**config.mk**
```make
export PLATFORM = sky130hd
export DESIGN_NAME = fetch_queue
export DESIGN_NICKNAME = d
export VERILOG_FILES = /design/src/rtl/fetch_queue.sv
export SDC_FILE = /design/constraint.sdc
export NUM_CORES = 1
export LEC_CHECK = 0
export ABC_CLOCK_PERIOD_IN_PS = 3800
export CAP_MARGIN = 20
export CORE_MARGIN = 5
export CORE_UTILIZATION = 44
export DETAILED_ROUTE_END_ITERATION = 16
export PLACE_DENSITY = 0.62
export REMOVE_ABC_BUFFERS = 1
export SLEW_MARGIN = 10
export SYNTH_ARGS = -nofsm -noshare
export SYNTH_HDL_FRONTEND = slang
export SYNTH_SLANG_ARGS = --single-unit
```
**constraint.sdc**
```tcl
create_clock -name clock -period 3.8 [get_ports clock]
set_clock_uncertainty 0.2 [all_clocks]
set_input_delay 0.95 -clock clock [delete_from_list [all_inputs] [get_ports clock]]
set_output_delay 0.95 -clock clock [all_outputs]
set_load 0.05 [all_outputs]
```
**src/rtl/fetch_queue.sv**
```systemverilog
// Instruction-fetch front end: owns the fetch PC, issues one outstanding imem request at a time,
// buffers returned words in a small FIFO and hands {instr, pc+4} to decode with valid/ready.
module fetch_queue #(
  parameter int unsigned DEPTH    = 4,
  parameter logic [31:0] RESET_PC = 32'h0000_3000
) (
  input  logic        clock,
  input  logic        reset,
  output logic        imem_req,
  output logic [31:0] imem_addr,
  input  logic        imem_ack,
  input  logic [31:0] imem_rdata,
  input  logic        redirect,
  input  logic [31:0] redirect_pc,
  output logic        out_valid,
  output logic [31:0] out_instr,
  output logic [31:0] out_pc_plus4,
  input  logic        out_ready
);
  localparam int unsigned PW = $clog2(DEPTH);
  localparam logic [PW-1:0] PTR_ONE = 1;
  localparam logic [PW:0]   CNT_ONE = 1;
  localparam logic [PW:0]   FULL    = DEPTH[PW:0];

  typedef enum logic [1:0] {IDLE, WAIT, DISCARD} state_t;
  typedef struct packed {
    logic [31:0] instr;
    logic [31:0] pc4;
  } entry_t;

  state_t              state_q, state_d;
  logic [31:0]         fetch_pc_q, fetch_pc_d;
  logic [31:0]         addr_q, addr_d;
  logic                req_q, req_d;
  logic                valid_q, valid_d;
  logic [PW-1:0]       head_q, head_d, tail_q, tail_d;
  logic [PW:0]         count_q, count_d, count_pop;
  entry_t [DEPTH-1:0]  mem_q, mem_d;
  logic                ack, pop;
  logic [31:0]         target;

  assign ack    = req_q && imem_ack;
  assign pop    = valid_q && out_ready;
  assign target = redirect_pc & ~32'h3;

  always_comb begin
    state_d    = state_q;
    fetch_pc_d = fetch_pc_q;
    addr_d     = addr_q;
    req_d      = req_q;
    head_d     = head_q;
    tail_d     = tail_q;
    mem_d      = mem_q;
    count_pop  = count_q - {{PW{1'b0}}, pop};
    count_d    = count_pop;
    if (redirect) begin
      head_d     = '0;
      tail_d     = '0;
      count_d    = '0;
      fetch_pc_d = target;
      // A request still in flight must complete before the new target can be asked for.
      if (req_q && !imem_ack) begin
        state_d = DISCARD;
      end else begin
        state_d = WAIT;
        req_d   = 1'b1;
        addr_d  = target;
      end
    end else begin
      if (pop) head_d = head_q + PTR_ONE;
      unique case (state_q)
        IDLE: begin
          if (count_pop < FULL) begin
            state_d = WAIT;
            req_d   = 1'b1;
            addr_d  = fetch_pc_q;
          end
        end
        WAIT: begin
          if (ack) begin
            mem_d[tail_q].instr = imem_rdata;
            mem_d[tail_q].pc4   = addr_q + 32'd4;
            tail_d     = tail_q + PTR_ONE;
            count_d    = count_pop + CNT_ONE;
            fetch_pc_d = fetch_pc_q + 32'd4;
            // Keep fetching back-to-back only while the next word still has a slot.
            if (count_pop + CNT_ONE < FULL) begin
              addr_d = fetch_pc_q + 32'd4;
            end else begin
              req_d   = 1'b0;
              state_d = IDLE;
            end
          end
        end
        DISCARD: begin
          if (ack) begin
            state_d = WAIT;
            addr_d  = fetch_pc_q;
          end
        end
        default: state_d = IDLE;
      endcase
    end
    valid_d = (count_d != '0);
  end

  always_ff @(posedge clock or negedge reset) begin
    if (!reset) begin
      state_q    <= IDLE;
      fetch_pc_q <= RESET_PC;
      addr_q     <= RESET_PC;
      req_q      <= 1'b0;
      valid_q    <= 1'b0;
      head_q     <= '0;
      tail_q     <= '0;
      count_q    <= '0;
      mem_q      <= '0;
    end else begin
      state_q    <= state_d;
      fetch_pc_q <= fetch_pc_d;
      addr_q     <= addr_d;
      req_q      <= req_d;
      valid_q    <= valid_d;
      head_q     <= head_d;
      tail_q     <= tail_d;
      count_q    <= count_d;
      mem_q      <= mem_d;
    end
  end

  assign imem_req     = req_q;
  assign imem_addr    = addr_q;
  assign out_valid    = valid_q;
  assign out_instr    = valid_q ? mem_q[head_q].instr : 32'h0;
  assign out_pc_plus4 = valid_q ? mem_q[head_q].pc4   : 32'h0;
endmodule
```
# After elaboration in Yosys (flattened, before gate mapping)
# Cells that the tools add are included.
# word_totals
register_bits,331
in_bits,69
out_inout_bits,98
elab_cells,94
# classes
addsub,6
order_cmp,5
eq_ne,8
n_mux,41
bitwise_logic,1
n_reduce_logical,17
# ops
op,n
bitwise mux 256 bit,2
two-way mux 32 bit,12
demux 64 bit (select 2 bit),2
binary-select mux 64 bit (select 2 bit),1
two-way mux 64 bit,2
one-hot mux 32 bit (3 select lines),1
"adder 32 x 3 -> 32 bit, second input constant",2
two-way mux 2 bit,11
"inequality test 3 bit, second input constant",5
two-way mux 3 bit,3
"less-than comparator 2 x 3 -> 1 bit, second input constant",2
"less-than comparator 3 bit, second input constant",2
one-hot mux 2 bit (3 select lines),1
AND reduction 6 bit,1
nonzero test 2 bit,3
nonzero test 3 bit,2
two-way mux 1 bit,5
AND reduction 5 bit,1
"adder 2 x 1 -> 2 bit, second input constant",2
logical AND 1 bit,4
AND reduction 4 bit,1
nonzero test 4 bit,1
"adder 3 x 1 -> 3 bit, second input constant",1
AND reduction 3 bit,1
other kinds (10),10

# Depth between registers and ports, before layout
# Gate-level depths: netlist of the first run.
# logic_depth
word_depth,8
depth_mapped,13
ltp_nobuf,10

# Least setup slack after synthesis of the first run
# No wires, ideal clock.
# synth_path
kind,input port to flip-flop
from,in out_ready
to,reg addr_q[18] (netlist: imem_addr[18])
setup_time_ns,0.125
t_arrival_ns,3.136
required_time_ns,3.475
setup_slack_ns,0.339
stages,10
path_buffers,2
path_cell_list,and2_1 ha_1 ha_1 xnor2_2 a22oi_1 o21ai_0 or2_1 clkbuf_1 buf_2 mux2_2
# synth_between
elab_chain_cells,6
elab_cells_between_ends,8
classes_between,add/sub (2); order compare (2); eq/ne (2); reduce/logical (2)
# synth_rtl
element,line,source
"start, declared",18,input logic out_ready
logical AND 1 bit (*),43,assign pop = valid_q && out_ready;
subtractor 3 x 1 -> 3 bit (*),54,"count_pop = count_q - {{PW{1'b0}}, pop};"
adder 3 x 1 -> 3 bit,87,if (count_pop + CNT_ONE < FULL) begin
less-than comparator 3 bit,87,
inequality test 3 bit (no source line),n/a,
AND reduction 6 bit (no source line) (*),n/a,
"end signal, assigned",121,addr_q <= addr_d;
"end, declared",33,"logic [31:0] addr_q, addr_d;"
# Mark *: on every way between the ends. The rest lies on a longest branch, timed or not.
# A chain may end at the register's enable or synchronous reset.

# Worst setup path in the final report of the first run
# layout_path
from,reg head_q[0]
to,out out_instr[23]
# layout_between
elab_chain_cells,3
# layout_rtl
element,line,source
"start, declared",36,"logic [PW-1:0] head_q, head_d, tail_q, tail_d;"
"start signal, assigned",114,head_q <= '0;
"start signal, assigned",124,head_q <= head_d;
binary-select mux 64 bit (select 2 bit),134,assign out_instr = valid_q ? mem_q[head_q].instr : 32'h0;
two-way mux 64 bit,n/a,
two-way mux 32 bit,134,
"end, declared",16,"output logic [31:0] out_instr,"
# No other way between the ends. The select of a mux whose other input is x is not followed.

==> results of run 1 <==
==> metal layers <==
layer	track usage	vias to the layer above	part of all wire
met5	0	-	0
met4	0.0494	0	0.018
met3	0.0367	59	0.055
met2	0.320	303	0.47
met1	0.285	5690	0.46
li1	-	5271	-
==> sequential cells by signal, summed over array words and instances, names as in the netlist <==
name	cells
tail_q	2
count_q	3
head_q	2
fetch_pc_q	30
imem_addr	31
out_valid	1
state_q	2
imem_req	1
mem_q	252
==> final cells by class <==
| cell class | instances | area share |
|---|---|---|
| clock buffer | 54 | 0.0564 |
| clock inverter | 11 | 0.00807 |
| inverter | 14 | 0.00269 |
| timing repair buffer | 215 | 0.107 |
| sequential | 324 | 0.416 |
| multi-input combinational | 948 | 0.381 |
| tap | 461 | 0.0295 |
==> final timing paths <==
path                                 start       endpoint
worst max-delay path             head_q[0]  out_instr[23]
min in group clock              mem_q[154]     mem_q[154]
max in group asynchronous            reset      mem_q[74]
worst max register to register   out_valid  imem_addr[18]
worst min register to register  mem_q[154]     mem_q[154]
worst min-delay path                 reset      mem_q[44]
==> layout by cell type (no fill, tap or decap), types with 9 or more instances in the layout <==
cell type                           n
sky130_fd_sc_hd__inv_1             14
sky130_fd_sc_hd__nand2b_1          14
sky130_fd_sc_hd__buf_12            14
sky130_fd_sc_hd__nand3_1           41
sky130_fd_sc_hd__o31a_1            10
sky130_fd_sc_hd__clkbuf_16         39
sky130_fd_sc_hd__nor3_1            25
sky130_fd_sc_hd__mux4_2            63
sky130_fd_sc_hd__clkdlybuf4s50_1   98
sky130_fd_sc_hd__o21ai_0          137
sky130_fd_sc_hd__xor2_1            37
sky130_fd_sc_hd__dfrtp_1          317
sky130_fd_sc_hd__xnor2_1           36
sky130_fd_sc_hd__nor4_1            23
sky130_fd_sc_hd__dlygate4sd2_1     21
sky130_fd_sc_hd__and2_1            69
sky130_fd_sc_hd__a21boi_0           9
sky130_fd_sc_hd__buf_4             76
sky130_fd_sc_hd__nand4_1           16
sky130_fd_sc_hd__mux2_2           159
sky130_fd_sc_hd__nand2_1          168
sky130_fd_sc_hd__a21oi_1           11
sky130_fd_sc_hd__ha_1               9
sky130_fd_sc_hd__nor2_1            32
==> worst reg2reg max path: stages (launching register included) <==
cell and delay, ns:
sky130_fd_sc_hd__dfrtp_2 0.51, sky130_fd_sc_hd__and2_1 0.19, sky130_fd_sc_hd__ha_1 0.18, sky130_fd_sc_hd__ha_1 0.29, sky130_fd_sc_hd__inv_1 0.06, sky130_fd_sc_hd__ha_1 0.17
sky130_fd_sc_hd__nand2_1 0.06, sky130_fd_sc_hd__mux2i_1 0.14, sky130_fd_sc_hd__and3b_1 0.21, sky130_fd_sc_hd__or2_1 0.18, sky130_fd_sc_hd__buf_12 0.17, sky130_fd_sc_hd__mux2_2 0.36
==> metrics by stage <==
stage / std cells / power (uW) / util / hold slack (ns) / setup TNS (ns)
floorplan: 1286 / 9230 / - / 0.245 / -153.95
global placement: 1962 / 11300 / 0.512 / 0.256 / 0
detailed placement: 1962 / 11500 / 0.512 / 0.265 / 0
CTS: 2027 / 15100 / 0.546 / 0.162 / 0
global route: 2027 / 15800 / 0.547 / 0.194 / 0
finish: 2027 / 15000 / 0.547 / 0.169 / 0
==> timing repair <==
action,CTS,global route
gates resized for setup,22,3
cloned,0,0
hold buffers,0,0
endpoints found under the setup margin,27,18
==> logic make-up (layout without fill, tap and decap cells) <==
family          after synthesis  count (layout)  synth area share
compound gates              203             203            0.0747
xor+xnor                     74              74            0.0409
fa+ha+maj                     9               9           0.00703
buf+inv                     121             294            0.0308
flops                       324             324             0.506
mux                         227             227             0.203
simple gates                435             435             0.137
==> where the power goes <==
group	switching (uW)	leakage [uW]	internal [uW]	total [uW]
combinational	3490	0.00372	2500	5990
clock	1450	0.000612	2220	3670
sequential	857	0.00419	4440	5300
==> flow_metrics.py, run 1 <==
metrics = {
    "outcome": {
        "run_status": "finished clean",
    },
    "power_and_ir_drop": {
        "worst_ir_drop_vdd_mv": 0.727,
        "power-per-cell-area_nw_per_um2": 766,
        "leak_pwr_uw": 0.00852,
    },
    "sta": {
        "post-route-period-util": 0.962,
        "unrepaired_setup_endpoints_after_global_routing": "no",
        "final.setup.worst_slack_ns": 0.145,
        "setup_viol": 0,
        "slew_violations": 0,
        "max_freq_ghz": 0.274,
        "max-slew-margin-rel": 0.402,
        "timing.final.hold_violations": 0,
        "worstMarginPinSlew_ns": 0.889,
        "period_minus_slack_ns": 3.66,
    },
    "grt": {
        "grt_antenna_before_repair": 0,
        "first_global_vias": 11700,
        "globalRouteOverflowTotal": 0,
        "global_route_wire_length_before_repair_mm": 65.8,
        "grt_max_degree": 93,
        "grtUsageTotal": 0.200,
    },
    "synth": {
        "yosysSeqAreaShare": 0.506,
        "synth.top_cells.by_count": "320 x sky130_fd_sc_hd__dfrtp_1, 172 x sky130_fd_sc_hd__nand2_1, 159 x sky130_fd_sc_hd__mux2_2, 138 x sky130_fd_sc_hd__o21ai_0, 80 x sky130_fd_sc_hd__clkbuf_1",
        "synth_top_area_cell": "sky130_fd_sc_hd__dfrtp_1",
        "synth.distinct_cells": 59,
        "synth-edff-count": 0,
        "synth-warning-count": 0,
        "async_reset_ff_frac": 1.00,
        "synthesis.area_per_instance_um2": 11.5,
        "yosys-top-cells-area": "sky130_fd_sc_hd__dfrtp_1 50%, sky130_fd_sc_hd__mux2_2 11%, sky130_fd_sc_hd__mux4_2 8.9%",
        "post_synth_instance_area_um2": 16000,
        "synth-main-ff-cell": "sky130_fd_sc_hd__dfrtp_1",
        "synth-seq-cells": 324,
        "yosysMostFrequentCell": "sky130_fd_sc_hd__dfrtp_1",
        "netlist_instances": 1393,
        "post-synth-top-area-fraction": 0.500,
    },
    "worst_setup_path": {
        "critical_path_buf_inv_count": 2,
        "cp_num_cells": 4,
        "worst_path_max_delay_cell": "sky130_fd_sc_hd__dfrtp_4",
        "critical-path-max-stage-delay_ns": 0.63,
        "cp-start-kind": "flop",
        "worst_r2r_path_depth": 11,
        "r2r_setup_slack_ns": 0.95,
        "timing.critical_path.arrival_ns": 2.51,
        "crit_path_capture_type": "output port",
        "worst_ep_required_time_ns": 2.65,
        "crit_path_cell_trace": "buf_12 > mux4_2 > and2_1 > dlygate4sd2_1",
        "crit_type": "reg2out",
        "timing.critical_path.max_delay_family": "buffers and inverters",
        "critical_path_peak_fanout": 15,
    },
    "route": {
        "route.detailed.drc": 0,
        "viasPerCell": 5.59,
        "antenna_violating_nets_left": 0,
        "drt-total-wl_mm": 40.6,
        "drt-pass1-iter-count": 5,
        "wl_per_cell_um": 20.0,
        "routed-via-count": 11300,
        "drt_iter0_drc": 592,
    },
    "place": {
        "detailed_place.area_um2": 18300,
        "place_ws_ns": 0.144,
        "gp_routability_congestion": 0.814,
        "dpl.hpwl_mm": 27.6,
        "port_buffers": 164,
    },
    "floorplanning": {
        "die_height_um": 201,
        "fp.coreArea_um2": 35700,
        "row_cnt": 69,
        "die_w_um": 201,
        "die-area_um2": 40300,
        "floorplan.initialDensity": 0.448,
        "io_pins": 167,
    },
    "clock_network": {
        "numClockSinks": 324,
        "cts_made_buffers": 38,
        "number_of_h_tree_levels": 2,
        "worst_setup_hold_path_clk_slew_ns": 0.06,
        "tritoncts_clock_tree": "yes",
        "clock_root_cell": "sky130_fd_sc_hd__clkbuf_16",
        "cts_setup_buffers": 0,
        "cts.path.max_buffers": 3,
        "clock_insertion_delay_worst_skew_ns": 0.53,
    },
    "finish": {
        "syn_to_final_growth_pct": 21.9,
        "drive_gt1_frac": 0.254,
        "multi_input_area_um2": 7440,
        "num_antenna_cells": 0,
        "seq_area_um2": 8120,
        "fillers": 3132,
        "cell_area_after_layout_um2": 19500,
        "final_nets": 1619,
    },
    "hold_path": {
        "hold_class": "in2async",
    },
    "job": {
        "cap_viol_max_count": 0,
    },
}
No activity file was read; power rests on OpenSTA's default activity.
==> run 2, diff against run 1 <==
Settings changed: SKIP_LAST_GASP set to 1.
==> results of run 2 <==
Final layout, timing and power as in run 1 (identical DEF).
